<file path="config.mk">
export PLATFORM = sky130hd
export DESIGN_NAME = rr_mux_arbiter
export DESIGN_NICKNAME = d
export VERILOG_FILES = /design/src/rtl/rr_mux_arbiter_pkg.sv /design/src/rtl/rr_mux_arbiter_mux.sv /design/src/rtl/rr_mux_arbiter.sv
export SDC_FILE = /design/constraint.sdc
export NUM_CORES = 1
export LEC_CHECK = 0
export CAP_MARGIN = 20
export CORE_MARGIN = 3
export CORE_UTILIZATION = 49
export DETAILED_ROUTE_END_ITERATION = 8
export PLACE_DENSITY = 0.86
export REMOVE_ABC_BUFFERS = 1
export SYNTH_ARGS = -nofsm -noshare
export SYNTH_HDL_FRONTEND = slang
export SYNTH_SLANG_ARGS = --single-unit
export TNS_END_PERCENT = 100
</file>
<file path="constraint.sdc">
create_clock -name clk -period 3.53 [get_ports clk]
set_input_delay 1.059 -clock clk [delete_from_list [all_inputs] [get_ports clk]]
set_output_delay 1.059 -clock clk [all_outputs]
set_load 0.02 [all_outputs]
</file>
<file path="src/rtl/rr_mux_arbiter_pkg.sv">
// Shared definitions for the round-robin 8:1 mux arbiter: state encoding, sizes, search helper.
// Latency: n/a (types and a pure function only).
// Backpressure: n/a.
package rr_mux_arbiter_pkg;

  localparam int ARB_NUM_REQ = 8;
  localparam int ARB_SEL_W   = 3;

  typedef enum logic {
    ST_IDLE  = 1'b0,
    ST_GRANT = 1'b1
  } arb_state_e;

  typedef struct packed {
    logic                 found;
    logic [ARB_SEL_W-1:0] idx;
  } rr_pick_t;

  // First set bit of req at or above start, wrapping past the top index.
  function automatic rr_pick_t rr_pick(input logic [ARB_NUM_REQ-1:0] req,
                                       input logic [ARB_SEL_W-1:0]   start);
    rr_pick_t             res;
    logic [ARB_SEL_W-1:0] cand;
    res = '0;
    for (int k = 0; k < ARB_NUM_REQ; k++) begin
      cand = start + ARB_SEL_W'(k);
      if (!res.found && req[cand]) begin
        res.found = 1'b1;
        res.idx   = cand;
      end
    end
    return res;
  endfunction

endpackage

</file>
<file path="src/rtl/rr_mux_arbiter_mux.sv">
// Plain 8:1 single-bit multiplexer.
// Latency: combinational.
// Backpressure: none.
module mux_8_1 (
  input  logic [7:0] data_in,
  input  logic [2:0] sel,
  output logic       data_out
);

  // Pick the selected data bit.
  always_comb begin
    data_out = data_in[sel];
  end

endmodule

</file>
<file path="src/rtl/rr_mux_arbiter.sv">
// Round-robin arbiter owning an 8:1 mux; optional grant-hold timeout under ARB_TIMEOUT_EN.
// Latency: grant/select/valid one edge after req; data_out combinational from registered select.
// Backpressure: owner keeps the mux while its req is high (bounded by MAX_HOLD when ARB_TIMEOUT_EN).
module rr_mux_arbiter
  import rr_mux_arbiter_pkg::*;
#(
  parameter int NUM_REQ  = ARB_NUM_REQ,
  parameter int SEL_W    = ARB_SEL_W,
  parameter int MAX_HOLD = 16
) (
  input  logic               clk,
  input  logic               rst,
  input  logic [NUM_REQ-1:0] req,
  input  logic [NUM_REQ-1:0] data_in,
  output logic [NUM_REQ-1:0] grant,
  output logic [SEL_W-1:0]   select,
  output logic               valid,
  output logic               data_out
`ifdef ARB_TIMEOUT_EN
  ,
  output logic               timeout
`endif
);

  // The search helper and the mux are built for exactly eight requesters.
  if (NUM_REQ != ARB_NUM_REQ || SEL_W != ARB_SEL_W || MAX_HOLD < 1) begin : g_bad_cfg
    $error("rr_mux_arbiter: NUM_REQ must be 8, SEL_W 3, MAX_HOLD >= 1");
  end

  arb_state_e         state_q, state_d;
  logic [NUM_REQ-1:0] grant_q, grant_d;
  logic [SEL_W-1:0]   select_q, select_d;
  logic [SEL_W-1:0]   last_q, last_d;
  logic               valid_q, valid_d;
  rr_pick_t           pick;
  logic               release_own;
  logic               take;
  logic               mux_dat;

`ifdef ARB_TIMEOUT_EN
  localparam int HOLD_W = $clog2(MAX_HOLD + 1);
  logic [HOLD_W-1:0]  hold_cnt_q, hold_cnt_d;
  logic               timeout_q, timeout_d;
  logic               expire;
`endif

  // Next-state: pick the round-robin winner among requesters other than the current owner.
  always_comb begin
    state_d     = state_q;
    grant_d     = grant_q;
    select_d    = select_q;
    last_d      = last_q;
    valid_d     = valid_q;
    // Excluding the owner lets the same search serve idle, release and forced handoff.
    pick        = rr_pick(req & ~grant_q, last_q + SEL_W'(1));
    release_own = (state_q == ST_GRANT) && !req[select_q];
`ifdef ARB_TIMEOUT_EN
    hold_cnt_d  = hold_cnt_q;
    timeout_d   = 1'b0;
    expire      = (state_q == ST_GRANT) && req[select_q] &&
                  (hold_cnt_q >= HOLD_W'(MAX_HOLD));
    take        = pick.found && ((state_q == ST_IDLE) || release_own || expire);
`else
    take        = pick.found && ((state_q == ST_IDLE) || release_own);
`endif
    if (take) begin
      state_d  = ST_GRANT;
      grant_d  = NUM_REQ'(1) << pick.idx;
      select_d = pick.idx;
      last_d   = pick.idx;
      valid_d  = 1'b1;
`ifdef ARB_TIMEOUT_EN
      hold_cnt_d = HOLD_W'(1);
      timeout_d  = expire;
`endif
    end else if (release_own) begin
      // Nobody else waiting: go idle, keep select so the bus index stays stable.
      state_d = ST_IDLE;
      grant_d = '0;
      valid_d = 1'b0;
`ifdef ARB_TIMEOUT_EN
      hold_cnt_d = '0;
`endif
    end
`ifdef ARB_TIMEOUT_EN
    else if (state_q == ST_GRANT) begin
      // Limit reached with no contender: restart the count and keep the grant.
      hold_cnt_d = expire ? HOLD_W'(1) : hold_cnt_q + HOLD_W'(1);
    end
`endif
  end

  // State and registered outputs; last starts at 7 so requester 0 wins first.
  always_ff @(posedge clk or posedge rst) begin
    if (rst) begin
      state_q  <= ST_IDLE;
      grant_q  <= '0;
      select_q <= '0;
      last_q   <= SEL_W'(NUM_REQ - 1);
      valid_q  <= 1'b0;
`ifdef ARB_TIMEOUT_EN
      hold_cnt_q <= '0;
      timeout_q  <= 1'b0;
`endif
    end else begin
      state_q  <= state_d;
      grant_q  <= grant_d;
      select_q <= select_d;
      last_q   <= last_d;
      valid_q  <= valid_d;
`ifdef ARB_TIMEOUT_EN
      hold_cnt_q <= hold_cnt_d;
      timeout_q  <= timeout_d;
`endif
    end
  end

  mux_8_1 u_mux (
    .data_in  (data_in),
    .sel      (select_q),
    .data_out (mux_dat)
  );

  assign grant    = grant_q;
  assign select   = select_q;
  assign valid    = valid_q;
  assign data_out = valid_q & mux_dat;
`ifdef ARB_TIMEOUT_EN
  assign timeout  = timeout_q;
`endif

endmodule
</file>
==> flow_summary_export.csv <==
group,metric,value,unit
global_route,grt_antenna_before_repair,0,
sta,finalCritPeriodShare,100,%
final_layout,register_area,379,µm²
floorplan,initial_core_util,53.1,%
sta,max_freq,283,MHz
clock_tree,cts.sinks,15,
run_status,status,"finished, violations left",
global_route,grt_max_degree,16,
floorplan,io_pins,31,
synthesis,synth_cells,190,
sta,timing.final.crit_period,3530,ps
clock_tree,numCtsBuffers,3,
global_route,grt_pass1_wl,11200,µm
sta,setup_slack,-0.362,ps
final_layout,diodes,0,
synthesis,yosys_register_bits,15,
floorplan,die_h,67.3,µm
sta,hold_viol,0,
global_route,grt_pass1_vias,2189,
global_route,overflow,0,
synthesis,synth_cell_types,64,
synthesis,muxShareOfSynthArea,18.3,%
synthesis,synth_xor_area_share,3.26,%
worst_setup_path,critical-path-top-delay-family,"compound AO/OA/AOI/OAI gates",
floorplan,die_area,4530,µm²
hold_path,min-delay-start,"grant[1]$_DFFE_PP0P_",
final_layout,drive_gt1_share,45.6,%
routing,wl_per_cell,27.4,µm
synthesis,synth-simple-area-share,23.7,%
worst_setup_path,cp_num_buf_inv,2,
sta,tightestPinTransition,619,ps
worst_setup_path,slowest_delay,590,ps
sta,slew_headroom,58.7,%
synthesis,syn_area_per_cell,9.69,µm²
floorplan,num_rows,21,
synthesis,yosysSeqAreaShare,20.6,%
placed_design,io_buffer_count,30,
worst_setup_path,r2r-end,"grant[2]$_DFFE_PP0P_",
clock_tree,ctsRootBufferMaster,"clkbuf_8",
worst_setup_path,critPathCaptureType,"register",
worst_setup_path,path_class,"register to register",
final_layout,multiInputGateArea,1600,µm²
synthesis,synth_area,1840,µm²
sta,setup_viol,1,
clock_tree,clk_path_buf_depth,2,
synthesis,synth_compound_area_share,29.1,%
final_layout,n_fill_cell,164,
routing,wl,8710,µm
worst_setup_path,crit_fanout,7,
floorplan,core,3470,µm²
worst_setup_path,r2r-start,"last_q[0]$_DFFE_PP1P_",
job,cap_violations,0,
worst_setup_path,crit_required,3680,ps
worst_setup_path,crit_slowest_cell,"dfstp_2",
worst_setup_path,arrival,3680,ps
sta,fin_setup_tns,-0.362,ps
final_layout,syn_to_final_growth,55.4,%
synthesis,synth_top_family_by_area,"compound AO/OA/AOI/OAI gates",
clock_tree,htreeDepth,1,
run_status,violations,"negative setup slack",
synthesis,synth_fa_ha_area_share,1.36,%
hold_path,min_path_cells,1,
routing,drt-initial-drc-count,504,
routing,vias_per_cell,7.60,
hold_path,holdCritPathClass,"register to register",
clock_tree,cts_hold_buffers,0,
hold_path,min_to,"grant[1]$_DFFE_PP0P_",
worst_setup_path,r2r_cells,11,
synthesis,yosysWarnings,0,
synthesis,async_flop_share,100,%
routing,ant_nets,0,
synthesis,synth-edff-count,0,
floorplan,die_w,67.3,µm
routing,firstDrtPassIters,5,
clock_tree,cts.clk_slew.worst_paths,70,ps
placed_design,hpwl,5110,µm
clock_tree,insertion_delay,260,ps
global_route,grt_usage,33.2,%
final_layout,num-nets-final,293,
synthesis,dominantRegCellSynth,"dfrtp_1",
clock_tree,cts_tree,"done",
routing,drc,0,
sta,skew,7.12,ps
worst_setup_path,crit_chain,"inv_2, ha_1, nor2b_1, buf_4, a22oi_1, nand3_1, a21boi_2, and2_1, nand3_1, o31a_1, a32o_1",
worst_setup_path,cpMostUsedCell,"nand3_1",
worst_setup_path,r2r_setup_slack,-0.4,ps
placed_design,globalplace.congestion,1.02,
routing,vias,2417,
sta,drv_slew,0,
worst_setup_path,crit_path_start_kind,"register",
[kinds of logic (layout without fill, tap and decap cells)]
family          Yosys count  after routing
simple gates             80             80
fa+ha+maj                 2              2
compound gates           58             58
flops                    15             15
mux                      20             20
xor+xnor                  3              3
buf+inv                  12             94
[flip-flops by register name, summed over array words and instances, names as in the netlist]
register	flops
select	3
grant	8
last_q	3
valid	1
[area by class of cell]
cell class              instances  share of cell area [%]
clock buffers                   3                    1.44
clock inverters                 1                   0.175
inverters                       5                   0.656
multi-input cells             163                    55.9
flip-flops and latches         15                    13.2
well taps                      46                    2.01
repair buffers                 85                    26.6
[synth_stat cells (5+ instances only)]
library cell | number | area (µm²)
nor2b_1 | 11 | 68.8
nor2_1 | 17 | 63.8
a221oi_1 | 5 | 43.8
a31oi_1 | 5 | 31.3
a21oi_1 | 5 | 25.0
mux2i_1 | 6 | 60.1
mux4_2 | 7 | 158
dfrtp_1 | 12 | 300
nand2b_1 | 5 | 31.3
nand3_1 | 8 | 40.0
nand2_1 | 18 | 67.6
[worst register-to-register path, cell delays in order (launching register included)]
cell and delay, ps:
dfstp_2 590, inv_2 60, ha_1 440, nor2b_1 230, buf_4 180, a22oi_1 320, nand3_1 230, a21boi_2 370
and2_1 260, nand3_1 170, o31a_1 250, a32o_1 320
[worst max-delay path by stage]
stage               cells past startpoint                     to             startpoint  slack, ps
global placement                       11   grant[5]$_DFFE_PP0P_                 req[6]       -270
finish                                 11   grant[2]$_DFFE_PP0P_  last_q[0]$_DFFE_PP1P_       -0.4
CTS                                    11  select[0]$_DFFE_PP0P_                 req[1]          4
floorplan                              10  select[1]$_DFFE_PP0P_  last_q[0]$_DFFE_PP1P_         60
detailed placement                     11  select[1]$_DFFE_PP0P_                 req[3]       -430
global route                           11   grant[2]$_DFFE_PP0P_  last_q[0]$_DFFE_PP1P_        -50
[what timing repair did]
item                       CTS  global route
setup buffers                1             4
setup endpoints to repair   13            15
pin swaps                    3            17
resized for setup           11            45
[cells in the final DEF, fill, tap and decap left out, types with 3 or more instances in the layout]
master           instances
buf_4                   51
clkdlybuf4s50_1         21
nand2_1                 17
nor2_1                  16
dfrtp_1                 12
mux4_2                   8
dlymetal6s2s_1           8
nand3_1                  6
nor2b_4                  5
nor2b_1                  5
mux2i_1                  5
a31oi_1                  5
nand2b_1                 4
a21oi_1                  4
a32o_1                   4
a221oi_2                 3
a22oi_1                  3
o211ai_1                 3
or3_1                    3
o21ai_0                  3
nand4_1                  3
mux2_2                   3
o31ai_2                  3
clkbuf_8                 3
dfstp_2                  3
[per-stage QoR]
stage	cell area, µm²	hold WS (ps)	utilization, %	instances	setup slack (ps)
3_3_place_gp	2540	520	73.2	309	-272
6_report	2860	621	82.5	318	-0.362
2_1_floorplan	1790	563	-	183	62.0
4_1_cts	2630	541	75.9	314	3.60
5_1_grt	2860	625	82.5	318	-53.7
3_5_place_dp	2540	525	73.2	309	-433
[metal layers]
layer	routed length (µm)	vias up	GRT usage, %
li1	-	920	-
met2	3980	295	55.1
met1	2740	1099	40.2
met4	770	0	18.5
met3	1210	103	6.49
met5	0	-	0
Power is not shown: default switching activity piles up to over one toggle a cycle in this logic, so the estimate is an artifact.
